## src/rtl/alu_op_sequencer.sv

```systemverilog
// Multi-word command sequencer for a WIDTH-bit combinational alu, carry chained in this block.
// Latency: accept at edge T, rsp_valid from cycle T+NWORDS+1; at least NWORDS+2 cycles per command.
// Backpressure: cmd_ready only in IDLE; rsp_* held stable while rsp_valid && !rsp_ready.
module alu_op_sequencer #(
    parameter int WIDTH  = 16,
    parameter int NWORDS = 2
) (
    input  logic                     clk,
    input  logic                     rst,
    input  logic                     cmd_valid,
    output logic                     cmd_ready,
    input  logic [3:0]               cmd_select,
    input  logic                     cmd_mode,
    input  logic                     cmd_carry_in,
    input  logic                     cmd_chain,
    input  logic [WIDTH*NWORDS-1:0]  cmd_a,
    input  logic [WIDTH*NWORDS-1:0]  cmd_b,
    output logic [WIDTH-1:0]         alu_in_a,
    output logic [WIDTH-1:0]         alu_in_b,
    output logic [3:0]               alu_select,
    output logic                     alu_mode,
    output logic                     alu_carry_in,
    input  logic [WIDTH-1:0]         alu_out,
    input  logic                     alu_carry_out,
    input  logic                     alu_compare,
    output logic                     rsp_valid,
    input  logic                     rsp_ready,
    output logic [WIDTH*NWORDS-1:0]  rsp_data,
    output logic                     rsp_carry,
    output logic                     rsp_equal
);

    localparam int TW = WIDTH * NWORDS;
    localparam int KW = (NWORDS > 1) ? $clog2(NWORDS) : 1;
    localparam logic [KW-1:0] K_LAST = KW'(NWORDS - 1);

    typedef enum logic [1:0] {
        S_IDLE = 2'd0,
        S_EXEC = 2'd1,
        S_DONE = 2'd2
    } state_t;

    state_t state, state_nxt;

    // Latched command. Operands shift right one word per EXEC cycle so word k
    // always sits in the low WIDTH bits.
    logic [3:0]     sel_q;
    logic           mode_q;
    logic           cin_q;
    logic           chain_q;
    logic [TW-1:0]  a_q;
    logic [TW-1:0]  b_q;
    logic [KW-1:0]  k_q;

    // Accumulators; they double as the response registers and hold after the handshake.
    logic [TW-1:0]  res_q;
    logic           carry_q;
    logic           eq_q;

    // Per-word chain arithmetic (the alu add codes ignore carry_in, so the
    // incoming carry is added here).
    logic [WIDTH:0]   sum;
    logic [WIDTH-1:0] word;
    logic             carry_nxt;
    logic [TW-1:0]    res_nxt;

    // Word result, carry out and the result register with word k shifted in at the top.
    always_comb begin
        sum       = {1'b0, alu_out} + {{WIDTH{1'b0}}, carry_q};
        word      = alu_out;
        carry_nxt = alu_carry_out;
        if (chain_q) begin
            word      = sum[WIDTH-1:0];
            carry_nxt = alu_carry_out | (carry_q & (&alu_out));
        end
        res_nxt = res_q >> WIDTH;
        res_nxt[TW-1 -: WIDTH] = word;
    end

    // State register.
    always_ff @(posedge clk) begin
        if (rst) begin
            state <= S_IDLE;
        end else begin
            state <= state_nxt;
        end
    end

    // Next-state and handshake/alu pin decode; alu pins are zero outside EXEC.
    always_comb begin
        state_nxt    = state;
        cmd_ready    = 1'b0;
        rsp_valid    = 1'b0;
        alu_in_a     = '0;
        alu_in_b     = '0;
        alu_select   = 4'd0;
        alu_mode     = 1'b0;
        alu_carry_in = 1'b0;
        case (state)
            S_IDLE: begin
                cmd_ready = 1'b1;
                if (cmd_valid) begin
                    state_nxt = S_EXEC;
                end
            end
            S_EXEC: begin
                alu_in_a     = a_q[WIDTH-1:0];
                alu_in_b     = b_q[WIDTH-1:0];
                alu_select   = sel_q;
                alu_mode     = mode_q;
                alu_carry_in = cin_q;
                if (k_q == K_LAST) begin
                    state_nxt = S_DONE;
                end
            end
            S_DONE: begin
                rsp_valid = 1'b1;
                if (rsp_ready) begin
                    state_nxt = S_IDLE;
                end
            end
            default: begin
                state_nxt = S_IDLE;
            end
        endcase
    end

    // Command latch on accept, then one word captured per EXEC cycle.
    always_ff @(posedge clk) begin
        if (rst) begin
            sel_q   <= 4'd0;
            mode_q  <= 1'b0;
            cin_q   <= 1'b0;
            chain_q <= 1'b0;
            a_q     <= '0;
            b_q     <= '0;
            k_q     <= '0;
            res_q   <= '0;
            carry_q <= 1'b0;
            eq_q    <= 1'b0;
        end else begin
            if (state == S_IDLE && cmd_valid) begin
                sel_q   <= cmd_select;
                mode_q  <= cmd_mode;
                cin_q   <= cmd_carry_in;
                chain_q <= cmd_chain;
                a_q     <= cmd_a;
                b_q     <= cmd_b;
                k_q     <= '0;
                res_q   <= '0;
                carry_q <= cmd_chain & cmd_carry_in;
                eq_q    <= 1'b1;
            end else if (state == S_EXEC) begin
                a_q     <= a_q >> WIDTH;
                b_q     <= b_q >> WIDTH;
                k_q     <= k_q + 1'b1;
                res_q   <= res_nxt;
                carry_q <= carry_nxt;
                eq_q    <= eq_q & alu_compare;
            end
        end
    end

    assign rsp_data  = res_q;
    assign rsp_carry = carry_q;
    assign rsp_equal = eq_q;

endmodule

```

## config.mk

```make
export PLATFORM = sky130hd
export DESIGN_NAME = alu_op_sequencer
export DESIGN_NICKNAME = d
export VERILOG_FILES = /design/src/rtl/alu_op_sequencer.sv
export SDC_FILE = /design/constraint.sdc
export NUM_CORES = 1
export LEC_CHECK = 0
export ABC_CLOCK_PERIOD_IN_PS = 1900
export CAP_MARGIN = 10
export CORE_UTILIZATION = 44
export DETAILED_ROUTE_END_ITERATION = 10
export GPL_TIMING_DRIVEN = 0
export PLACE_DENSITY_LB_ADDON = 0.12
export SYNTH_ARGS = -nofsm -noshare
export SYNTH_HDL_FRONTEND = slang
export SYNTH_SLANG_ARGS = --single-unit
```

## constraint.sdc

```tcl
create_clock -name clk -period 1.9 [get_ports clk]
set_clock_uncertainty 0.05 [all_clocks]
set_input_delay 0.57 -clock clk [delete_from_list [all_inputs] [get_ports clk]]
set_output_delay 0.57 -clock clk [all_outputs]
set_load 0.03 [all_outputs]
```

Yosys cells after proc, flatten, opt, wreduce, memory -nomap -nowiden
Cells that the tools add are included.
- register bits: 108
- latch bits: 0
- memory bits (writable): 0
- ROM bits: 0
- input bits: 93
- output and inout port bits: 74
- logic and storage cells: 49
- memories: 0
- add/subtract/negate cells: 2
- multiply operators: 0
- div/mod/pow operators: 0
- order comparisons: 0
- equal/unequal tests: 5
- shifts and indexed selects: 0
- muxes and demuxes: 21
- bitwise operators: 4
- reduce and logical (&&, ||, !) cells: 6
- operator list (cell ; count):
    $mux W32 ; 4
    $mux W16 ; 3
    $add A16 B1 Y16 ; 1
    $reduce_and A16 Y1 ; 1
    $mux W1 ; 9
    $mux W2 ; 3
    $ne A2 B2 Y1 const B ; 3
    $pmux W2 S3 ; 1
    $mux W4 ; 1
    $and A1 B1 Y1 ; 3
    $reduce_and A3 Y1 ; 1
    $eq A2 B1 Y1 const B ; 1
    $eq A2 B2 Y1 const B ; 1
    $logic_not A2 Y1 ; 1
    $reduce_bool A2 Y1 ; 1
    $reduce_or A2 Y1 ; 1
    $add A1 B1 Y1 const B ; 1
    $logic_and A1 B1 Y1 ; 1
    $or A1 B1 Y1 ; 1

Depth between registers and ports, before layout
- word-level depth: 6
- gate-level depth with buffers: 6
- mapped depth without buffers: 6

Worst setup path after synthesis
OpenSTA, ideal clock, no wires.
- path type: flip-flop to output port
- start point: register state[1]
- end point: output port alu_in_a[10]
- arrival: 1.317 ns
- data required time: 1.280 ns
- setup slack: -0.037 ns
- cell stages (with the launch flop): 5
- buffers on the path: 2
- cells stage by stage: dfxtp_1 > and2b_1 > buf_2 > clkbuf_1 > and2_1
- longest elaborated chain between the ends: 2
- ends and longest elaborated chain (element ; RTL line ; text):
    from (decl) ; 43 ; state_t state, state_nxt;
    from (signal assigned) ; 85 ; state <= state_nxt;
    $eq A2 B1 Y1 ; 99 ; case (state)
    $mux W16 ; 99 ;
    to (decl) ; 18 ; output logic [WIDTH-1:0] alu_in_a,
Every way passes these cells.

Final worst setup path
- start point: register state[1]
- end point: output port alu_carry_in
- longest elaborated chain between the ends: 2
- ends and longest elaborated chain (element ; RTL line ; text):
    $eq A2 B1 Y1 ; 99 ;
    $mux W1 ; 99 ;
    to (decl) ; 22 ; output logic alu_carry_in,
Every way passes these cells.

==> flow_results.org <==
** Outcome
- Outcome :: complete, but fails checks
- The final reports fail on setup timing.

** Synth
- The Yosys step of the flow raised 0 warnings.
- Top cells by area in the synthesized netlist :: dfxtp_1 (48%), a21oi_1 (11%), nand2_1 (10%)
- Count of flip-flops with a built-in enable after synthesis :: 0
- Summed over its instances, the top area cell type makes up 47.7% of the synthesized netlist area.
- In the synthesized netlist, the cells that appear most often are nand2_1 (121), dfxtp_1 (108), a21oi_1 (97).
- Count leader, synth :: nand2_1
- Synthesis produced a netlist whose cell count is 556.
- After synthesis, flip-flops and latches occupy 47.7% of the total area.
- Of all cell types, the one taking the most synthesized area is dfxtp_1.
- Ys flop type :: dfxtp_1
- Proportion of register bits with asynchronous set or reset after synthesis :: 0%
- In this run, synthesis produced a sequential element count of 108.
- Number of nets produced by synthesis :: 651
- After synthesis, the netlist uses 33 different library cells.
- Mapped Area :: 4530 um2
- Synthesized area divided by synthesized cell count :: 8.15 um2

** Critical path
- Minimum setup slack among reg-to-reg paths :: 230 ps
- The worst register-to-register path begins at state[1]$_SDFFE_PP0P_.
- Data arrival time at the worst-slack endpoint :: 1540 ps
- In this run the worst setup path begins at state[1]$_SDFFE_PP0P_.
- The worst setup path is launched from a register.
- Top fanout value on the critical path :: 9
- Number of cell instances on the worst register-to-register path :: 6
- Critical R2R Capture :: b_q[24]$_SDFFE_PP0P_
- Critical setup path kind :: register to output pin
- Termination of the worst setup path :: alu_carry_in
- Type of destination of the critical path :: output pin
- Required @ worst endpoint :: 1280 ps

** Global routing
- Maximum number of pins on one net before global-route repair :: 19
- The number of global-route vias before repair is 4379.
- The number of antenna violations at the first check in global routing came to 0.
- Global routing usage summed across all routing layers :: 25.8%
- Overflow left after global routing :: 0
- The first global-routing pass estimated 22400 um of wire.

** Detailed routing
- Violation count after the first detailed-routing iteration :: 231
- The count of nets left with antenna violations once routing finished came out at 0.
- Post-Route WL :: 14200 um
- Final routed wire length divided by cell count :: 16.2 um
- Detailed-route vias per instance :: 5.30
- Final routed DRC violation total :: 0
- First-pass iteration count of the detailed router :: 5
- Across all layers, the routed design uses 4668 vias.

** STA
- In the post-route analysis, the smallest setup slack over all paths is -263 ps.
- Transition time at the pin with the least slew margin :: 548 ps
- The count of pins over their slew limit is 0.
- Across all hold checks on the routed design, the worst slack comes to 407 ps.
- Min Tclk post-route :: 2160 ps
- Final setup violation count :: 38
- Slew margin rel. :: 63.5%
- Number of hold violations in the final report :: 0
- Based on the critical path, the design can be clocked at up to 0.462 GHz.
- In the final timing run, aggregate negative setup slack is -9180 ps.
- Period utilisation layout :: 114%
- Setup repair after global routing could not meet its margin everywhere.

** Floorplan
- Die boundary width :: 104 um
- The die is 104 um tall.
- The floorplan step defined a die boundary enclosing 10700 um2.
- In this run the core area contains 36 standard-cell rows.
- Starting Density :: 46.0%
- After floorplanning, the core was sized to cover 9860 um2.
- Top-Level Pins :: 167

** Pwr
- In this run the static leakage power is 0.00272 uW.
- VDD sags by at most 493 uV.
- Power per cell area :: 718 nW/um2

** Hold path
- The min-delay analysis places its worst path in the category register to register.
- Cell count of the worst hold path :: 2

** Clocking
- Root Buffer :: clkbuf_8
- TritonCTS clock tree :: done
- Clock Latency Late Sink :: 350 ps
- The clock passes through at most 2 buffers.
- Clock buffers created by TritonCTS :: 9
- Buffers inserted to repair hold after CTS numbered 0.
- Maximum level of the CTS H-tree :: 3
- Clock edge transition at the registers on the reported setup and hold paths :: 100 ps
- Num Clock Sinks :: 108

** Layout
- Relative to the synthesized area, the layout overhead comes to 51.3%.
- Counting the fill cells in the layout gives 832.
- For this run, the post-layout net count is 837.
- At the end of the flow the core is filled with cells to 69.5%.
- In the final layout, the share of cells above drive strength 1 is 20.1%.
- The number of antenna diodes in the final layout is 0.

** Placed design
- Before CTS, the worst setup slack after placement is -990 ps.
- Global placer's final weighted congestion :: 0.867
- Detailed placement finished with a half-perimeter wire length of 10300 um.
- Count of buffers from port buffering :: 166

** Flow run
- The tool flagged a number of max-cap violations equal to 0.
-- worst max-delay path, cell delays in order (launching register included) --
cell and delay [ps]:
dfxtp_2 350, and2b_2 240, buf_12 160, clkbuf_16 150, and2_4 150, buf_6 130
-- where the power goes --
group / leakage (uW) / internal [uW] / switching (uW)
sequential: 0.000885 / 2400 / 81.1
clock: 0.0000877 / 493 / 808
combinational: 0.00175 / 512 / 630
total: 0.00272 / 3410 / 1520
-- what timing repair did --
item	in CTS	in global routing
gates resized for setup	365	32
buffers inserted	7	1
endpoints found under the setup margin	122	113
gates cloned	0	1
pin swaps	9	2
-- kinds of logic (layout without fill, tap and decap cells) --
group	Yosys count	after routing	share of synthesized area (%)
multiplexers	3	3	0.662
AND/OR/NAND/NOR	230	230	24.5
XOR/XNOR	14	14	2.70
AO/OA/AOI/OAI	151	151	19.2
adder cells (fa/ha/maj)	2	2	0.552
flip-flops	108	108	47.7
buffers and inverters	48	239	4.72
-- state kept, by name (all words and copies together) (netlist names) --
name / count
mode_q: 1
rsp_equal: 1
sel_q: 4
a_q: 32
cin_q: 1
chain_q: 1
b_q: 32
rsp_data: 32
k_q: 1
rsp_carry: 1
state: 2
-- cells in the final DEF, fill, tap and decap left out, drive strengths merged --
cell,Yosys,layout
nand2,121,121
dfxtp,108,108
a21oi,100,100
clkdlybuf4s50,0,88
buf,20,66
clkbuf,27,40
and2,38,38
dlygate4sd2,0,35
a22oi,33,33
nand3,32,32
nor2,14,14
xnor2,11,11
o21ai,10,10
nand4,9,9
a211oi,7,7
nor4,5,5
nor3,5,5
inv,1,4
xor2,3,3
mux2i,3,3
dlymetal6s2s,0,3
nand2b,2,2
ha,2,2
clkinv,0,2
and2b,1,1
nor2b,1,1
nor3b,1,1
or2,1,1
a311oi,1,1
clkinvlp,0,1
-- stage by stage --
step / power, uW / std cells / cell area (um2)
floorplan: 3060 / 556 / 4540
global placement: 3540 / 855 / 6370
detailed placement: 3560 / 855 / 6370
CTS: 4890 / 878 / 6770
global route: 5140 / 880 / 6860
finish: 4930 / 880 / 6860
-- routing by layer --
layer	global-route usage (%)	vias to the layer above	routed length, um	share of wire [%]
li1	-	2278	-	-
met1	34.8	2186	6420	45
met2	42.1	188	6640	47
met3	4.78	16	987	6.9
met4	6.94	0	196	1.4
met5	0	-	0	0
-- area by class of cell --
| type | count | area, um2 | area share (%) |
|---|---|---|---|
| multi-input cells | 400 | 2280 | 33.3 |
| clock buffers | 10 | 128 | 1.86 |
| inverters | 1 | 3.75 | 0.0547 |
| plain buffers | 47 | 332 | 4.83 |
| flip-flops and latches | 108 | 2160 | 31.6 |
| repair buffers | 175 | 1730 | 25.3 |
| well taps | 133 | 166 | 2.43 |
| clock inverters | 6 | 47.5 | 0.693 |
-- worst min path at each step --
stage | startpoint | end | slack, ps
2_1_floorplan | a_q[10]$_SDFFE_PP0P_ | a_q[10]$_SDFFE_PP0P_ | 380
4_1_cts | a_q[6]$_SDFFE_PP0P_ | a_q[6]$_SDFFE_PP0P_ | 410
6_report | rsp_data[1]$_SDFFE_PP0N_ | rsp_data[1]$_SDFFE_PP0N_ | 410
3_3_place_gp | mode_q$_SDFFE_PP0P_ | mode_q$_SDFFE_PP0P_ | 390
5_1_grt | rsp_data[1]$_SDFFE_PP0N_ | rsp_data[1]$_SDFFE_PP0N_ | 430
3_5_place_dp | mode_q$_SDFFE_PP0P_ | mode_q$_SDFFE_PP0P_ | 390
Note: power is estimated with default switching activity, not from simulation.
